`src/rtl/zeroheti_obi_interconnect.sv`:
```
// Parametrised OBI interconnect: NumMgr managers to NumSbr subordinates, RR arbitration, in-order responses.
// Optional per-manager stall counters are enabled by defining ZEROHETI_XBAR_STALL_CNT_EN.
module zeroheti_obi_interconnect #(
  parameter int unsigned                   NumMgr       = 3,
  parameter int unsigned                   NumSbr       = 6,
  parameter int unsigned                   MaxTrans     = 2,
  parameter logic [NumSbr-1:0][31:0]       AddrBase     = '0,
  parameter logic [NumSbr-1:0][31:0]       AddrLast     = '0,
  parameter logic [NumMgr-1:0][NumSbr-1:0] Connectivity = '1,
  parameter logic [31:0]                   ErrRdata     = 32'hBADCAB1E
) (
  input  logic                         clk_i,
  input  logic                         rst_ni,
`ifdef ZEROHETI_XBAR_STALL_CNT_EN
  input  logic                         clear_stall_i,
  output logic [NumMgr-1:0][15:0]      stall_cnt_o,
`endif
  input  logic [NumMgr-1:0]            mgr_req_i,
  input  logic [NumMgr-1:0][31:0]      mgr_addr_i,
  input  logic [NumMgr-1:0]            mgr_we_i,
  input  logic [NumMgr-1:0][3:0]       mgr_be_i,
  input  logic [NumMgr-1:0][31:0]      mgr_wdata_i,
  output logic [NumMgr-1:0]            mgr_gnt_o,
  output logic [NumMgr-1:0]            mgr_rvalid_o,
  output logic [NumMgr-1:0][31:0]      mgr_rdata_o,
  output logic [NumMgr-1:0]            mgr_err_o,
  output logic [NumSbr-1:0]            sbr_req_o,
  output logic [NumSbr-1:0][31:0]      sbr_addr_o,
  output logic [NumSbr-1:0]            sbr_we_o,
  output logic [NumSbr-1:0][3:0]       sbr_be_o,
  output logic [NumSbr-1:0][31:0]      sbr_wdata_o,
  input  logic [NumSbr-1:0]            sbr_gnt_i,
  input  logic [NumSbr-1:0]            sbr_rvalid_i,
  input  logic [NumSbr-1:0][31:0]      sbr_rdata_i,
  input  logic [NumSbr-1:0]            sbr_err_i
);
  localparam int unsigned MW = (NumMgr > 1) ? $clog2(NumMgr) : 1;
  localparam int unsigned TW = $clog2(NumSbr + 1);
  localparam int unsigned CW = $clog2(MaxTrans + 1);
  localparam int unsigned PW = (MaxTrans > 1) ? $clog2(MaxTrans) : 1;
  localparam logic [TW-1:0] TgtErr = TW'(NumSbr);

  logic [NumMgr-1:0][TW-1:0]               tgt_s;
  logic [NumMgr-1:0]                       elig_s;
  logic [NumSbr:0]                         arb_found_s;
  logic [NumSbr:0][MW-1:0]                 arb_win_s;
  logic [NumMgr-1:0][CW-1:0]               out_cnt_q, out_cnt_d;
  logic [NumMgr-1:0][TW-1:0]               last_tgt_q, last_tgt_d;
  logic [NumSbr:0][MW-1:0]                 rr_q, rr_d;
  logic [NumSbr-1:0][MaxTrans-1:0][MW-1:0] fifo_q, fifo_d;
  logic [NumSbr-1:0][PW-1:0]               fwptr_q, fwptr_d, frptr_q, frptr_d;
  logic [NumSbr-1:0][CW-1:0]               fcnt_q, fcnt_d;
  logic                                    err_vld_q, err_vld_d;
  logic [MW-1:0]                           err_mgr_q, err_mgr_d;

  // Address decode (lowest matching reachable region wins) and ordering eligibility.
  always_comb begin
    for (int m = 0; m < NumMgr; m++) begin
      tgt_s[m] = TgtErr;
      for (int s = NumSbr - 1; s >= 0; s--) begin
        tgt_s[m] = (Connectivity[m][s] && (mgr_addr_i[m] >= AddrBase[s]) &&
                    (mgr_addr_i[m] <= AddrLast[s])) ? TW'(s) : tgt_s[m];
      end
      elig_s[m] = mgr_req_i[m] && ((out_cnt_q[m] == CW'(0)) ||
                  ((out_cnt_q[m] < CW'(MaxTrans)) && (tgt_s[m] == last_tgt_q[m])));
    end
  end

  // Round-robin pick per target; index NumSbr is the decode-error responder.
  always_comb begin
    int idx;
    idx = 0;
    for (int t = 0; t <= NumSbr; t++) begin
      arb_found_s[t] = 1'b0;
      arb_win_s[t]   = '0;
      for (int k = 0; k < NumMgr; k++) begin
        idx = (int'(rr_q[t]) + k) % int'(NumMgr);
        if (!arb_found_s[t] && elig_s[idx] && (tgt_s[idx] == TW'(t))) begin
          arb_found_s[t] = 1'b1;
          arb_win_s[t]   = MW'(idx);
        end else begin
          arb_found_s[t] = arb_found_s[t];
        end
      end
    end
  end

  // Request forwarding, grant return and response routing.
  always_comb begin
    sbr_req_o    = '0;
    sbr_addr_o   = '0;
    sbr_we_o     = '0;
    sbr_be_o     = '0;
    sbr_wdata_o  = '0;
    mgr_gnt_o    = '0;
    mgr_rvalid_o = '0;
    mgr_rdata_o  = '0;
    mgr_err_o    = '0;
    for (int s = 0; s < NumSbr; s++) begin
      if (arb_found_s[s] && (fcnt_q[s] != CW'(MaxTrans))) begin
        sbr_req_o[s]                = 1'b1;
        sbr_addr_o[s]               = mgr_addr_i[arb_win_s[s]];
        sbr_we_o[s]                 = mgr_we_i[arb_win_s[s]];
        sbr_be_o[s]                 = mgr_be_i[arb_win_s[s]];
        sbr_wdata_o[s]              = mgr_wdata_i[arb_win_s[s]];
        mgr_gnt_o[arb_win_s[s]]     = sbr_gnt_i[s];
      end else begin
        sbr_req_o[s] = 1'b0;
      end
      if (sbr_rvalid_i[s] && (fcnt_q[s] != CW'(0))) begin
        mgr_rvalid_o[fifo_q[s][frptr_q[s]]] = 1'b1;
        mgr_rdata_o[fifo_q[s][frptr_q[s]]]  = sbr_rdata_i[s];
        mgr_err_o[fifo_q[s][frptr_q[s]]]    = sbr_err_i[s];
      end else begin
        mgr_rvalid_o = mgr_rvalid_o;
      end
    end
    if (arb_found_s[NumSbr]) begin
      mgr_gnt_o[arb_win_s[NumSbr]] = 1'b1;
    end else begin
      mgr_gnt_o = mgr_gnt_o;
    end
    if (err_vld_q) begin
      mgr_rvalid_o[err_mgr_q] = 1'b1;
      mgr_rdata_o[err_mgr_q]  = ErrRdata;
      mgr_err_o[err_mgr_q]    = 1'b1;
    end else begin
      mgr_err_o = mgr_err_o;
    end
  end

  // Next state: RR pointers, per-subordinate ID FIFOs, outstanding counters, error responder.
  always_comb begin
    logic hs, push, pop;
    err_vld_d  = arb_found_s[NumSbr];
    err_mgr_d  = arb_win_s[NumSbr];
    fifo_d     = fifo_q;
    for (int t = 0; t <= NumSbr; t++) begin
      hs = (t < NumSbr) ? (sbr_req_o[t] && sbr_gnt_i[t]) : arb_found_s[NumSbr];
      rr_d[t] = !hs ? rr_q[t] :
                (arb_win_s[t] == MW'(NumMgr - 1)) ? MW'(0) : arb_win_s[t] + MW'(1);
    end
    for (int s = 0; s < NumSbr; s++) begin
      push = sbr_req_o[s] && sbr_gnt_i[s];
      pop  = sbr_rvalid_i[s] && (fcnt_q[s] != CW'(0));
      if (push) begin
        fifo_d[s][fwptr_q[s]] = arb_win_s[s];
      end else begin
        fifo_d[s] = fifo_q[s];
      end
      fwptr_d[s] = !push ? fwptr_q[s] : (fwptr_q[s] == PW'(MaxTrans - 1)) ? PW'(0) : fwptr_q[s] + PW'(1);
      frptr_d[s] = !pop  ? frptr_q[s] : (frptr_q[s] == PW'(MaxTrans - 1)) ? PW'(0) : frptr_q[s] + PW'(1);
      case ({push, pop})
        2'b10:   fcnt_d[s] = fcnt_q[s] + CW'(1);
        2'b01:   fcnt_d[s] = fcnt_q[s] - CW'(1);
        default: fcnt_d[s] = fcnt_q[s];
      endcase
    end
    for (int m = 0; m < NumMgr; m++) begin
      case ({mgr_gnt_o[m], mgr_rvalid_o[m]})
        2'b10:   out_cnt_d[m] = out_cnt_q[m] + CW'(1);
        2'b01:   out_cnt_d[m] = out_cnt_q[m] - CW'(1);
        default: out_cnt_d[m] = out_cnt_q[m];
      endcase
      last_tgt_d[m] = mgr_gnt_o[m] ? tgt_s[m] : last_tgt_q[m];
    end
  end

  // State registers.
  always_ff @(posedge clk_i or negedge rst_ni) begin
    if (!rst_ni) begin
      out_cnt_q  <= '0;
      last_tgt_q <= '0;
      rr_q       <= '0;
      fifo_q     <= '0;
      fwptr_q    <= '0;
      frptr_q    <= '0;
      fcnt_q     <= '0;
      err_vld_q  <= 1'b0;
      err_mgr_q  <= '0;
    end else begin
      out_cnt_q  <= out_cnt_d;
      last_tgt_q <= last_tgt_d;
      rr_q       <= rr_d;
      fifo_q     <= fifo_d;
      fwptr_q    <= fwptr_d;
      frptr_q    <= frptr_d;
      fcnt_q     <= fcnt_d;
      err_vld_q  <= err_vld_d;
      err_mgr_q  <= err_mgr_d;
    end
  end

`ifdef ZEROHETI_XBAR_STALL_CNT_EN
  logic [NumMgr-1:0][15:0] stall_cnt_q, stall_cnt_d;

  // Saturating count of cycles a manager requests without being granted.
  always_comb begin
    for (int m = 0; m < NumMgr; m++) begin
      if (clear_stall_i) begin
        stall_cnt_d[m] = 16'h0000;
      end else if (mgr_req_i[m] && !mgr_gnt_o[m] && (stall_cnt_q[m] != 16'hFFFF)) begin
        stall_cnt_d[m] = stall_cnt_q[m] + 16'h0001;
      end else begin
        stall_cnt_d[m] = stall_cnt_q[m];
      end
    end
  end

  // Stall counter registers.
  always_ff @(posedge clk_i or negedge rst_ni) begin
    if (!rst_ni) begin
      stall_cnt_q <= '0;
    end else begin
      stall_cnt_q <= stall_cnt_d;
    end
  end

  assign stall_cnt_o = stall_cnt_q;
`endif

  zeroheti_obi_interconnect_chk #(.NumMgr(NumMgr), .CW(CW)) i_chk (
    .clk_i        (clk_i),
    .rst_ni       (rst_ni),
    .mgr_rvalid_i (mgr_rvalid_o),
    .out_cnt_i    (out_cnt_q)
  );
endmodule

// Protocol checker: a response must never reach a manager with nothing outstanding.
module zeroheti_obi_interconnect_chk #(
  parameter int unsigned NumMgr = 3,
  parameter int unsigned CW     = 2
) (
  input logic                      clk_i,
  input logic                      rst_ni,
  input logic [NumMgr-1:0]         mgr_rvalid_i,
  input logic [NumMgr-1:0][CW-1:0] out_cnt_i
);
  // Sample on each clock while out of reset.
  always @(posedge clk_i) begin
    for (int m = 0; m < NumMgr; m++) begin
      if (rst_ni && mgr_rvalid_i[m]) begin
        assert (out_cnt_i[m] != CW'(0)) else $error("rvalid to manager %0d with no outstanding transaction", m);
      end
    end
  end
endmodule

```
`config.mk`:
```
export PLATFORM = sky130hd
export DESIGN_NAME = zeroheti_obi_interconnect
export DESIGN_NICKNAME = d
export VERILOG_FILES = /design/src/rtl/zeroheti_obi_interconnect.sv
export SDC_FILE = /design/constraint.sdc
export NUM_CORES = 1
export LEC_CHECK = 0
export CORE_AREA = 10 10 358 360
export CTS_CLUSTER_SIZE = 24
export DETAILED_ROUTE_END_ITERATION = 8
export DIE_AREA = 0 0 368 370
export GPL_ROUTABILITY_DRIVEN = 0
export GPL_TIMING_DRIVEN = 0
export PLACE_DENSITY = 0.3
export SLEW_MARGIN = 10
export SYNTH_ARGS = -nofsm -noshare
export SYNTH_HDL_FRONTEND = slang
export SYNTH_SLANG_ARGS = --single-unit
```
`constraint.sdc`:
```
create_clock -name clk_i -period 5.29 [get_ports clk_i]
set_input_delay 1.587 -clock clk_i [delete_from_list [all_inputs] [get_ports clk_i]]
set_output_delay 1.587 -clock clk_i [all_outputs]
set_load 0.005 [all_outputs]
```
* Word level (Yosys, flattened, before mapping)
Cells that the tools add are included.
** Cells by class
- Add/sub/neg operators :: 51
- Div/mod/pow operators :: 21
- Magnitude comparators :: 76
- Equal/unequal tests :: 52
- Mux-type cells :: 392
- Bitwise operators :: 14
- Reduce and logical (&&, ||, !) cells :: 120
** Operators with widths (count)
- 32-bit two-way mux :: 31
- 32-bit binary-select mux with 2-bit select :: 12
- 32-bit by 4-bit less-than comparator with 1-bit output (second input constant) :: 21
- 96-bit two-way mux :: 7
- 96-bit bitwise mux :: 5
- 32-bit demux with 2-bit select :: 7
- 32-bit by 3-bit modulo with 32-bit output (second input constant) :: 14
- 3-bit by 3-bit modulo with 32-bit output (second input constant) :: 7
- 3-bit two-way mux :: 66
- 3-bit binary-select mux with 2-bit select :: 21
- 1-bit two-way mux :: 107
- 96-bit AND :: 1
- 32-bit by 1-bit >= comparator with 1-bit output (second input constant) :: 3
- 32-bit by 1-bit less-or-equal comparator with 1-bit output (second input constant) :: 3
- 2-bit two-way mux :: 46
- 1-bit logical AND :: 82
- 57-bit OR :: 1
- 1-bit binary-select mux with 2-bit select :: 27
- 4-bit binary-select mux with 2-bit select :: 6
- 4-bit two-way mux :: 12
- 2-bit by 3-bit less-than comparator with 1-bit output (second input constant) :: 14
- 39-bit AND :: 1
- 39-bit NOT :: 1
- 2-bit one-hot mux with 2 select lines :: 9
- other kinds (27) :: 222
** Storage, ports and cells
- Flip-flop bits (word level) :: 80
- Bits of input ports :: 422
- Output and inout port bits :: 525
- Word-level logic and storage cells :: 771

* Logic depth before layout (Yosys ltp)
- Depth in word-level cells :: 40
- Depth in mapped cells :: 14
- Gate-level depth less buffers :: 14

* Worst setup path before layout
OpenSTA, ideal clock, no wires.
- Kind :: input -> output
- Start point :: input port mgr_addr_i[75] (netlist name)
- End point :: output port sbr_wdata_o[10] (netlist name)
- Arrival :: 3.462 ns
- Data required time :: 3.703 ns
- Path slack :: 0.241 ns
- Stages :: 10
- Buffers on the path :: 2
- Cell sequence :: nor4_1 -> nand4_1 -> o21ai_1 -> o31ai_1 -> o31a_1 -> o41a_1 -> buf_6 -> buf_6 -> a22oi_2 -> a21oi_1
** RTL lines
- from (decl) :: RTL line 19 : input logic [NumMgr-1:0][31:0] mgr_addr_i,
- to (decl) :: RTL line 31 : output logic [NumSbr-1:0][31:0] sbr_wdata_o,

==> impl_metrics.toml <==
[outcome]
status = "finished, violations left"
failed_checks = "negative setup slack"

[layout]
final_cell_mix = "buf_4, conb_1, clkdlybuf4s50_1"
seq_area_um2 = 851
multi_input_area_um2 = 7010
layout.nets = 2646
drive_above_1_share_pct = 38.0
area_growth_pct = 144
filler_cell_count = 13900
mostFrequentLayoutCell = "buf_4"

[sta]
period_needed_ns = 5.73
fin_crit_sh_pct = 108
setup_ws_ns = -0.444
setup_viol = 40
final.setup_skew_ns = 0.0156
setup_tns_ns = -13.89
clock.fmax_ghz = 0.174
hold_violations = 0
rsz0062_at_grt = "yes"
worstMarginPinSlew_ns = 0.975
relSlewSlack_pct = 34.3
final_max_slew_viol_count = 0

[synthesis]
yosysWarnings = 0
ys.flop_type = "dfrtp_1"
synth_cells = 1205
synth_cell_types = 57
synthTopCellsByArea = "buf_4, dfrtp_1, a21oi_1, nand2_1, nand3_1"
synth_largest_area_cell = "buf_4"
avgSynthCellArea_um2 = 6.77
syn_area_um2 = 8150
yosysSeqAreaShare_pct = 10.4
ys_async_sr_fraction_pct = 100
synth_seq_cells = 34
yosys.area.top_type_share_pct = 35.2
synth_edf_count = 0

[setup_path]
arrival_ns = 4.15
critPathMaxFanout = 7
critPathLaunchType = "input pin"
max_stage_delay_ns = 0.43
cp_cell_sequence = "dlygate4sd2_1 > nor4_1 > nand4_1 > buf_6 > o21ai_4 > o311ai_4 > o31a_1 > o41a_1 > buf_6 > buf_12 > a22oi_2 > a21oi_2 > buf_2"
crit_family = "compound AO/OA/AOI/OAI gates"
slowest_stage = "o41a_1"
path_buf_inv = 5
endpoint_kind = "output pin"
crit_type = "in2out"
cp_common_cell = "buf_6"
cp.required_ns = 3.70

[clock_network]
cts_root_buffer = "clkbuf_16"
path_clk_slew_ns = 0.07
clock_path_buffers = 2
cts_tree = "built"
clock_latency_ns = 0.32
clock_sinks = 34
cts_made_buffers = 5
cts.htree.levels = 2

[global_route]
antenna_found_initial = 22
grt_pass1_vias = 11700
grt_pass1_wl_mm = 111
grt-ovfl-total = 0
grt_max_degree = 23
grt_usage_pct = 11.9

[drt]
postRouteAntennaNets = 0
vias = 11100
firstDrtPassIters = 6
wl_mm = 86.8
drc_errors = 0
wl_per_cell_um = 22.6
drt_iter0_drc = 402
route.detailed.vias_per_inst = 2.88

[pwr]
fin_total_pwr_mw = 2.37
max-vdd-ir-drop_v = 0.000103
power_density_nw_per_um2 = 119
p_leak_nw = 9.05

[floorplanning]
fp.coreArea_um2 = 121000
fp.dieH_um = 370
fp.dieW_um = 368
pin_count = 947
die-area_um2 = 136000
start_util_pct = 6.73
std_cell_rows = 128

[placed_design]
port_buffers = 559
hpwlAfterDp_mm = 79.3
pre_cts_ws_ns = -2.45

[job]
max-cap-violations = 0

[min_path]
holdCritPathClass = "reg2reg"
==> report_power, final <==
part           internal [mW]  switching, mW  total (mW)
combinational          0.837          0.766        1.60
clock                  0.272          0.158       0.430
sequential             0.294         0.0426       0.336
==> layout make-up <==
| cell class | instances | area share, % |
|---|---|---|
| buffer | 454 | 18.3 |
| timing repair buffer | 625 | 30.7 |
| antenna | 2 | 0.0251 |
| sequential | 34 | 4.27 |
| clock buffer | 5 | 0.628 |
| clock inverter | 3 | 0.345 |
| tap | 1625 | 10.2 |
| multi-input combinational | 1078 | 35.2 |
| inverter | 18 | 0.352 |
==> flip-flops by register name (all words and copies together), names as in the netlist <==
name and count:
err_mgr_q 2, rr_q 4, last_tgt_q 3, out_cnt_q 6, fifo_q 4, fcnt_q 12
fwptr_q 1, err_vld_q 1, frptr_q 1
==> final timing paths <==
check / end / start / depth (start not counted) / slack [ns]
worst max register to register: out_cnt_q[3] / rr_q[0] / 17 / 1.67
worst min register to register: out_cnt_q[5] / out_cnt_q[5] / 1 / 0.46
min in group asynchronous: rr_q[13] / rst_ni / 1 / 1.19
worst min-delay path: out_cnt_q[5] / out_cnt_q[5] / 1 / 0.46
worst max-delay path: sbr_wdata_o[18] / mgr_addr_i[23] / 13 / -0.44
max in group asynchronous: fcnt_q[10] / rst_ni / 2 / 3.57
==> per-stage QoR <==
step           cells  utilization [%]  hold WS [ns]  area [um2]
5_1_grt         3842             16.5         0.472       19900
2_1_floorplan   1586                -         0.433        9580
3_3_place_gp    3770             14.2         0.448       17200
3_5_place_dp    3771             14.2         0.448       17200
4_1_cts         3826             16.1         0.463       19500
6_report        3844             16.5         0.456       19900
==> Yosys cell counts, types with 2 or more instances <==
| cell type | number |
|---|---|
| xnor2_1 | 10 |
| a21boi_0 | 6 |
| nor2b_1 | 3 |
| nand2_1 | 153 |
| nor3b_2 | 2 |
| a311oi_1 | 34 |
| buf_6 | 10 |
| buf_4 | 382 |
| and2_1 | 3 |
| o21ai_0 | 46 |
| o31ai_1 | 5 |
| maj3_1 | 2 |
| nor4_1 | 21 |
| a21oi_1 | 129 |
| nand4_1 | 6 |
| dfrtp_1 | 34 |
| buf_1 | 3 |
| ha_1 | 8 |
| nor3_1 | 3 |
| or3_1 | 4 |
| o21ai_1 | 5 |
| nand3_1 | 77 |
| a22oi_2 | 20 |
| xor2_1 | 4 |
| nor4_2 | 3 |
| inv_1 | 18 |
| a22oi_1 | 17 |
| o32a_1 | 2 |
| o21a_1 | 6 |
| clkbuf_1 | 52 |
| nand2b_1 | 3 |
| nor2_1 | 59 |
| buf_2 | 10 |
| a22o_1 | 13 |
| or3b_2 | 2 |
| and3_1 | 27 |
| nand3b_1 | 2 |
| or4_1 | 2 |
==> cell families (layout without fill, tap and decap cells) <==
logic type / count (synthesis) / count (layout) / synth area share [%]
buffers and inverters: 475 / 1105 / 40.5
and+or+nand+nor: 373 / 374 / 21.4
AOI/OAI and AO/OA: 297 / 297 / 24.5
DFF: 34 / 34 / 10.4
xor gates and xnor gates: 14 / 14 / 1.50
adders and majority gates: 10 / 10 / 1.47
other: 1 / 384 / 0.0460
muxes: 1 / 1 / 0.123
==> per-layer routing <==
layer / GRT usage, % / up-vias / wire length, um
li1: - / 5437 / -
met1: 11.5 / 5022 / 29300
met2: 24.5 / 546 / 49600
met3: 3.86 / 66 / 6670
met4: 1.41 / 6 / 1200
met5: 0 / - / 38
==> timing repair <==
action                     CTS  global route
hold buffers                 0             0
gates cloned                 5             4
pin swaps                  135            98
setup endpoints to repair  149            70
resized for setup          859           124
buffers inserted            44            14
Power figures use the tool's default switching activity.
